## src/rtl/conv_pkg.sv

```systemverilog
// Shared types and default sizing for the convolution-window address generator.
package conv_pkg;

    localparam int DEF_DIM_W = 6;
    localparam int DEF_WIN   = 3;
    localparam int DEF_CH_W  = 4;
    localparam int DEF_STR_W = 4;

    typedef enum logic [1:0] {
        ST_IDLE,
        ST_RUN,
        ST_DONE
    } state_t;

    typedef struct packed {
        logic [DEF_DIM_W-1:0] win_r;
        logic [DEF_DIM_W-1:0] win_c;
        logic [3:0]           k_r;
        logic [3:0]           k_c;
        logic [DEF_CH_W-1:0]  ch;
    } point_t;

endpackage

```

## src/rtl/win_axis_cnt.sv

```systemverilog
// Wrapping index counter; wrap is the carry into the next outer loop level.
module win_axis_cnt #(
    parameter int W = 4
) (
    input  logic         clk,
    input  logic         rst_n,
    input  logic         clr,
    input  logic         inc,
    input  logic [W-1:0] limit,
    output logic [W-1:0] count,
    output logic         wrap
);

    assign wrap = inc && (count == limit);

    always_ff @(posedge clk or negedge rst_n) begin
        if (!rst_n) begin
            count <= '0;
        end else if (clr) begin
            count <= '0;
        end else if (inc) begin
            count <= (count == limit) ? '0 : count + 1'b1;
        end
    end

endmodule

```

## src/rtl/conv_win_addr_gen.sv

```systemverilog
// Walks every full WIN x WIN window of an H x W image per channel, one point per
// accepted handshake, for the line-buffer read port and MAC accumulate control.
module conv_win_addr_gen
    import conv_pkg::*;
#(
    parameter int DIM_W = DEF_DIM_W,
    parameter int WIN   = DEF_WIN,
    parameter int CH_W  = DEF_CH_W,
    parameter int STR_W = DEF_STR_W
) (
    input  logic             clk,
    input  logic             rst_n,
    input  logic             start,
    input  logic [DIM_W-1:0] cfg_h,
    input  logic [DIM_W-1:0] cfg_w,
    input  logic [STR_W-1:0] cfg_stride,
    input  logic [CH_W-1:0]  cfg_ch,
    output logic             out_valid,
    input  logic             out_ready,
    output logic [DIM_W-1:0] win_r,
    output logic [DIM_W-1:0] win_c,
    output logic [3:0]       k_r,
    output logic [3:0]       k_c,
    output logic [DIM_W-1:0] pix_r,
    output logic [DIM_W-1:0] pix_c,
    output logic [CH_W-1:0]  ch,
    output logic             first_in_win,
    output logic             last_in_win,
    output logic             last_pt,
    output logic             busy,
    output logic             done,
    output logic             err
);

    localparam int         AW    = DIM_W + STR_W + 1;
    localparam logic [3:0] K_MAX = 4'(WIN - 1);

    state_t             state;
    logic [DIM_W-1:0]   lat_h;
    logic [DIM_W-1:0]   lat_w;
    logic [STR_W-1:0]   lat_stride;
    logic [CH_W-1:0]    lat_ch;

    logic               xfer;
    logic               cfg_bad;
    logic               accept;
    logic               kc_wrap;
    logic               kr_wrap;
    logic               ch_wrap;
    logic               win_end;
    logic               fits_c;
    logic               fits_r;
    logic [AW-1:0]      step_c;
    logic [AW-1:0]      step_r;

    assign xfer    = out_valid && out_ready;
    assign cfg_bad = (cfg_h < DIM_W'(WIN)) || (cfg_w < DIM_W'(WIN)) ||
                     (cfg_stride == '0) || (cfg_ch == '0);
    assign accept  = (state == ST_IDLE) && start && !cfg_bad;

    // Widened so origin + stride + WIN can never wrap before the compare.
    assign step_c = AW'(win_c) + AW'(lat_stride);
    assign step_r = AW'(win_r) + AW'(lat_stride);
    assign fits_c = (step_c + AW'(WIN)) <= AW'(lat_w);
    assign fits_r = (step_r + AW'(WIN)) <= AW'(lat_h);

    win_axis_cnt #(.W(4)) u_kc (
        .clk   (clk),
        .rst_n (rst_n),
        .clr   (accept),
        .inc   (xfer),
        .limit (K_MAX),
        .count (k_c),
        .wrap  (kc_wrap)
    );

    win_axis_cnt #(.W(4)) u_kr (
        .clk   (clk),
        .rst_n (rst_n),
        .clr   (accept),
        .inc   (kc_wrap),
        .limit (K_MAX),
        .count (k_r),
        .wrap  (kr_wrap)
    );

    win_axis_cnt #(.W(CH_W)) u_ch (
        .clk   (clk),
        .rst_n (rst_n),
        .clr   (accept),
        .inc   (kr_wrap),
        .limit (lat_ch - 1'b1),
        .count (ch),
        .wrap  (ch_wrap)
    );

    assign win_end      = (k_c == K_MAX) && (k_r == K_MAX) && (ch == lat_ch - 1'b1);
    assign first_in_win = out_valid && (k_c == '0) && (k_r == '0) && (ch == '0);
    assign last_in_win  = out_valid && win_end;
    assign last_pt      = last_in_win && !fits_c && !fits_r;
    assign pix_r        = win_r + DIM_W'(k_r);
    assign pix_c        = win_c + DIM_W'(k_c);

    always_ff @(posedge clk or negedge rst_n) begin
        if (!rst_n) begin
            lat_h      <= '0;
            lat_w      <= '0;
            lat_stride <= '0;
            lat_ch     <= '0;
        end else if ((state == ST_IDLE) && start) begin
            lat_h      <= cfg_h;
            lat_w      <= cfg_w;
            lat_stride <= cfg_stride;
            lat_ch     <= cfg_ch;
        end
    end

    // Origin returns to 0 after the last window so outputs are clean on completion.
    always_ff @(posedge clk or negedge rst_n) begin
        if (!rst_n) begin
            win_r <= '0;
            win_c <= '0;
        end else if (accept) begin
            win_r <= '0;
            win_c <= '0;
        end else if (ch_wrap) begin
            if (fits_c) begin
                win_c <= step_c[DIM_W-1:0];
            end else begin
                win_c <= '0;
                win_r <= fits_r ? step_r[DIM_W-1:0] : '0;
            end
        end
    end

    always_ff @(posedge clk or negedge rst_n) begin
        if (!rst_n) begin
            state     <= ST_IDLE;
            out_valid <= 1'b0;
            busy      <= 1'b0;
            done      <= 1'b0;
            err       <= 1'b0;
        end else begin
            done <= 1'b0;
            err  <= 1'b0;
            case (state)
                ST_IDLE: begin
                    if (start) begin
                        if (cfg_bad) begin
                            err <= 1'b1;
                        end else begin
                            state     <= ST_RUN;
                            out_valid <= 1'b1;
                            busy      <= 1'b1;
                        end
                    end
                end
                ST_RUN: begin
                    if (xfer && last_pt) begin
                        state     <= ST_DONE;
                        out_valid <= 1'b0;
                        done      <= 1'b1;
                    end
                end
                ST_DONE: begin
                    state <= ST_IDLE;
                    busy  <= 1'b0;
                end
                default: state <= ST_IDLE;
            endcase
        end
    end

endmodule

```

## config.mk

```make
export PLATFORM = sky130hd
export DESIGN_NAME = conv_win_addr_gen
export DESIGN_NICKNAME = d
export VERILOG_FILES = /design/src/rtl/conv_pkg.sv /design/src/rtl/win_axis_cnt.sv /design/src/rtl/conv_win_addr_gen.sv
export SDC_FILE = /design/constraint.sdc
export NUM_CORES = 1
export LEC_CHECK = 0
export BUFFER_PORTS_ARGS = -buffer_cell sky130_fd_sc_hd__buf_2
export CAP_MARGIN = 25
export CORE_ASPECT_RATIO = 2
export CORE_MARGIN = 3
export CORE_UTILIZATION = 63
export CTS_BUF_LIST = sky130_fd_sc_hd__clkbuf_8
export CTS_CLUSTER_SIZE = 28
export DETAILED_ROUTE_END_ITERATION = 8
export HOLD_SLACK_MARGIN = 0.08
export PLACE_DENSITY = 0.89
export SYNTH_ARGS = -nofsm -noshare
export SYNTH_HDL_FRONTEND = slang
export SYNTH_SLANG_ARGS = --single-unit
```

## constraint.sdc

```tcl
create_clock -name clk -period 8.85 [get_ports clk]
set_input_delay 0.885 -clock clk [delete_from_list [all_inputs] [get_ports clk]]
set_output_delay 0.885 -clock clk [all_outputs]
set_load 0.02 [all_outputs]
```

==> metrics.md <==
| Metric | Value |
|---|---|
| Post-synth ARST share | 100.0% |
| Final WL | ~9 mm |
| Core footprint | ~5500 um^2 |
| CTS buffer count | 5 |
| Vias per std cell | around 6.1 |
| Cell Rows | 38 |
| CTS Root Cell | clkbuf_8 |
| Setup TNS | 0 ns |
| RSZ-0062 raised after global routing | false |
| Gr ovfl total | 0 |
| CTS H-tree depth | 2 |
| Yosys Warn Count | 0 |
| Ant diodes | 0 |
| Final HPWL DP | between 7 and 8 mm |
| Post-Syn Area per Cell | roughly 9.4 um^2 |
| Syn-to-layout area delta | 12.63% |
| Drc violations | 0 |
| Flops & latches, synth | 50 |
| # nets final | 508 |
| Fillcell total | between 400 and 500 |
| DR iter-0 viols | 83 |
| Setup Fix Bufs, Post-CTS | 0 |
| Die Area | 6757 um^2 |
| Count of final max-slew check failures | 0 |
| Worst VDD drop | 0.3890 mV |
| Period utilization | approximately 55% |
| Vias | 3,124 |
| Post-synthesis sequential area ratio | about 35% |
| First-pass GRT wire length | around 15 mm |
| Final min period | roughly 5 ns |
| Flop-to-flop setup slack | around 5 ns |
| DR WL/cell | 17.67 um |
| Port Buffer Count | 66 |
| Worst setup path start | lat_stride[0] |
| Clock skew | ~0.017 ns |
| CTS Hold Buffers Added | 0 |
| Leakage | between 2 and 2.5 nW |
| Synth Instances | ~380 |
| Syn_nets | around 450 |
| Max Freq | just over 200 MHz |
| Critical Path End Type | output pin |
| Vias in the first global route | between 3k and 4k |
| Pre-CTS setup slack | between 4 and 5 ns |
| Share of post-route cells with drive strength above 1 | between 20% and 30% |
| Arrival @ worst endpoint | 4.00 ns |
| Cell Pwr Density | around 430 nW/um^2 |
| Worst relative slew slack | a little over half |
| Reg area | approximately 1300 um^2 |
| Pre-antenna DRT Iters | 4 |
| CTS-repair resized insts | 0 |
| Reg-to-Reg Start | win_r[0] |
| Max Cap Viol | 0 |
| CTS tree | built |
| Worst Tran Pin Value | about 0.71 ns |
| Area occupied by multi-input gates | about 2200 um^2 |
| Hold Fails Final Rpt | 0 |
| Number of routed nets with antenna violations | 0 |
| WP data required | approximately 8 ns |
| Startpoint Class | flop |
| Synth Flop Type | dfrtp_1 |
| Post-synth EDFFs | 0 |
| Clock insertion delay at the later pin of the skew report | 0.32 ns |
| Maximum root-to-sink buffer count | 2 |
| Starting Density | between 60 and 70% |
| Fin worst setup slack | 3.964 ns |
| Area of the mapped netlist | about 3600 um^2 |
| Io pins | between 60 and 70 |
| Die X | ~60 um |
| Worst Hold Class | in2async |
| Worst-path clk slew | 0.11 ns |
| Kind of critical path | reg2out |
| Height of the die | around 110 um |
| Outcome | completed |
| Initial antenna violation count | 0 |
| Largest net degree at the start of global routing | 43 |
| Gp weighted congestion | roughly 1 |
| Endpoints failing setup | 0 |
| Gr usage total | ~29% |
| Clk sink count | 50 |
| CP Max Fanout | 8 |
| Yosys cell types | approximately 60 |
critical path, stage by stage, from the launching register on:
cell and delay [ns]:
dfrtp_1 0.42, ha_1 0.21, inv_1 0.06, fa_1 0.37, nand2b_1 0.21, a21o_1 0.24
xnor2_1 0.26, nand2_1 0.08, nor2_1 0.14, xor2_1 0.19, ha_1 0.28, o21a_1 0.12
o22ai_1 0.15, a31oi_1 0.09, a211oi_2 0.49, nor3b_2 0.16, buf_2 0.20
per-stage QoR:
step / hold slack [ns] / total power [mW] / std cells / utilization [%] / instance area, um^2
2_1_floorplan: 0.4875 / 1.294 / 384 / - / 3626
3_3_place_gp: 0.5027 / 1.546 / 499 / 71.91 / 3966
3_5_place_dp: 0.5215 / 1.611 / 500 / 72.28 / 3986
4_1_cts: 0.4017 / 1.759 / 508 / 74.05 / 4084
5_1_grt: 0.4062 / 1.908 / 508 / 74.05 / 4084
6_report: 0.3999 / 1.764 / 508 / 74.05 / 4084
cells in the mapped netlist (4+ instances only):
library cell  number  area [um^2]
nor2b_1            5        31.28
and3_1             7        43.79
nand3_1           15        75.07
xnor2_1           19        166.4
nor3_1             9        45.04
xor2_1            10        87.58
mux2_2             7        78.83
a21o_1             5        37.54
inv_1             38        142.6
buf_2              4        20.02
nor2_1            23        86.33
nand4_1            4        25.02
a21oi_1           22        110.1
a22o_1             5        43.79
clkbuf_1           4        15.01
fa_1               4        80.08
nand2_1           30        112.6
ha_1              33        412.9
dfrtp_1           50         1251
o21ai_0           23        115.1
o211ai_1           5        37.54
o31ai_1            4        30.03
or4_1              4        30.03
cell families after synthesis:
| family | Yosys count | synth area share, % |
|---|---|---|
| AO/OA/AOI/OAI | 90 | 17.08 |
| XOR/XNOR | 32 | 8.661 |
| adder cells (fa/ha/maj) | 37 | 13.60 |
| buffers and inverters | 51 | 6.211 |
| flip-flops | 50 | 34.51 |
| multiplexers | 8 | 2.450 |
| AND/OR/NAND/NOR | 116 | 17.49 |
state kept, by name, indices dropped and copies added, names as in the netlist:
register,count
win_r,6
lat_w,6
out_valid,1
lat_stride,4
lat_ch,4
busy,1
state,2
win_c,6
lat_h,6
u_kc.count,4
done,1
u_kr.count,4
u_ch.count,4
err,1
per-layer routing:
metal	share of wire (%)	up-vias	track usage [%]
met2	57	91	51.95
met3	3.5	29	3.539
met1	36	1524	30.99
met4	4.1	0	16.57
li1	-	1480	-
met5	0	-	0
worst paths after layout:
path,cells after the start,to
worst min-delay path,1,done
worst max register to register,15,win_r[0]
max in group asynchronous,2,lat_w[0]
worst min register to register,1,lat_w[0]
min in group clk,1,lat_w[0]
worst max-delay path,16,last_pt
cell usage in the layout, fill, tap and decap left out, types with 7 or more instances in the layout:
cell / count
o21ai_0: 23
ha_1: 33
mux2_2: 7
nand3_1: 15
dfrtp_1: 50
xor2_1: 10
buf_2: 66
and3_1: 7
xnor2_1: 19
a21oi_1: 22
nor3_1: 9
nand2_1: 30
nor2_1: 23
inv_1: 38
layout make-up:
| type | count | share of cell area [%] |
|---|---|---|
| sequential | 50 | 30.64 |
| timing repair buffer | 68 | 8.762 |
| tap | 60 | 1.838 |
| inverter | 39 | 3.585 |
| clock buffer | 5 | 1.685 |
| clock inverter | 3 | 0.7047 |
| multi-input combinational | 283 | 52.79 |
power breakdown:
| part | internal [mW] | total, mW | switching, mW |
|---|---|---|---|
| combinational | 0.476 | 1.21 | 0.729 |
| sequential | 0.309 | 0.414 | 0.106 |
| clock | 0.0587 | 0.144 | 0.0856 |
| total | 0.844 | 1.76 | 0.920 |
(Power assumes the default switching activity.)
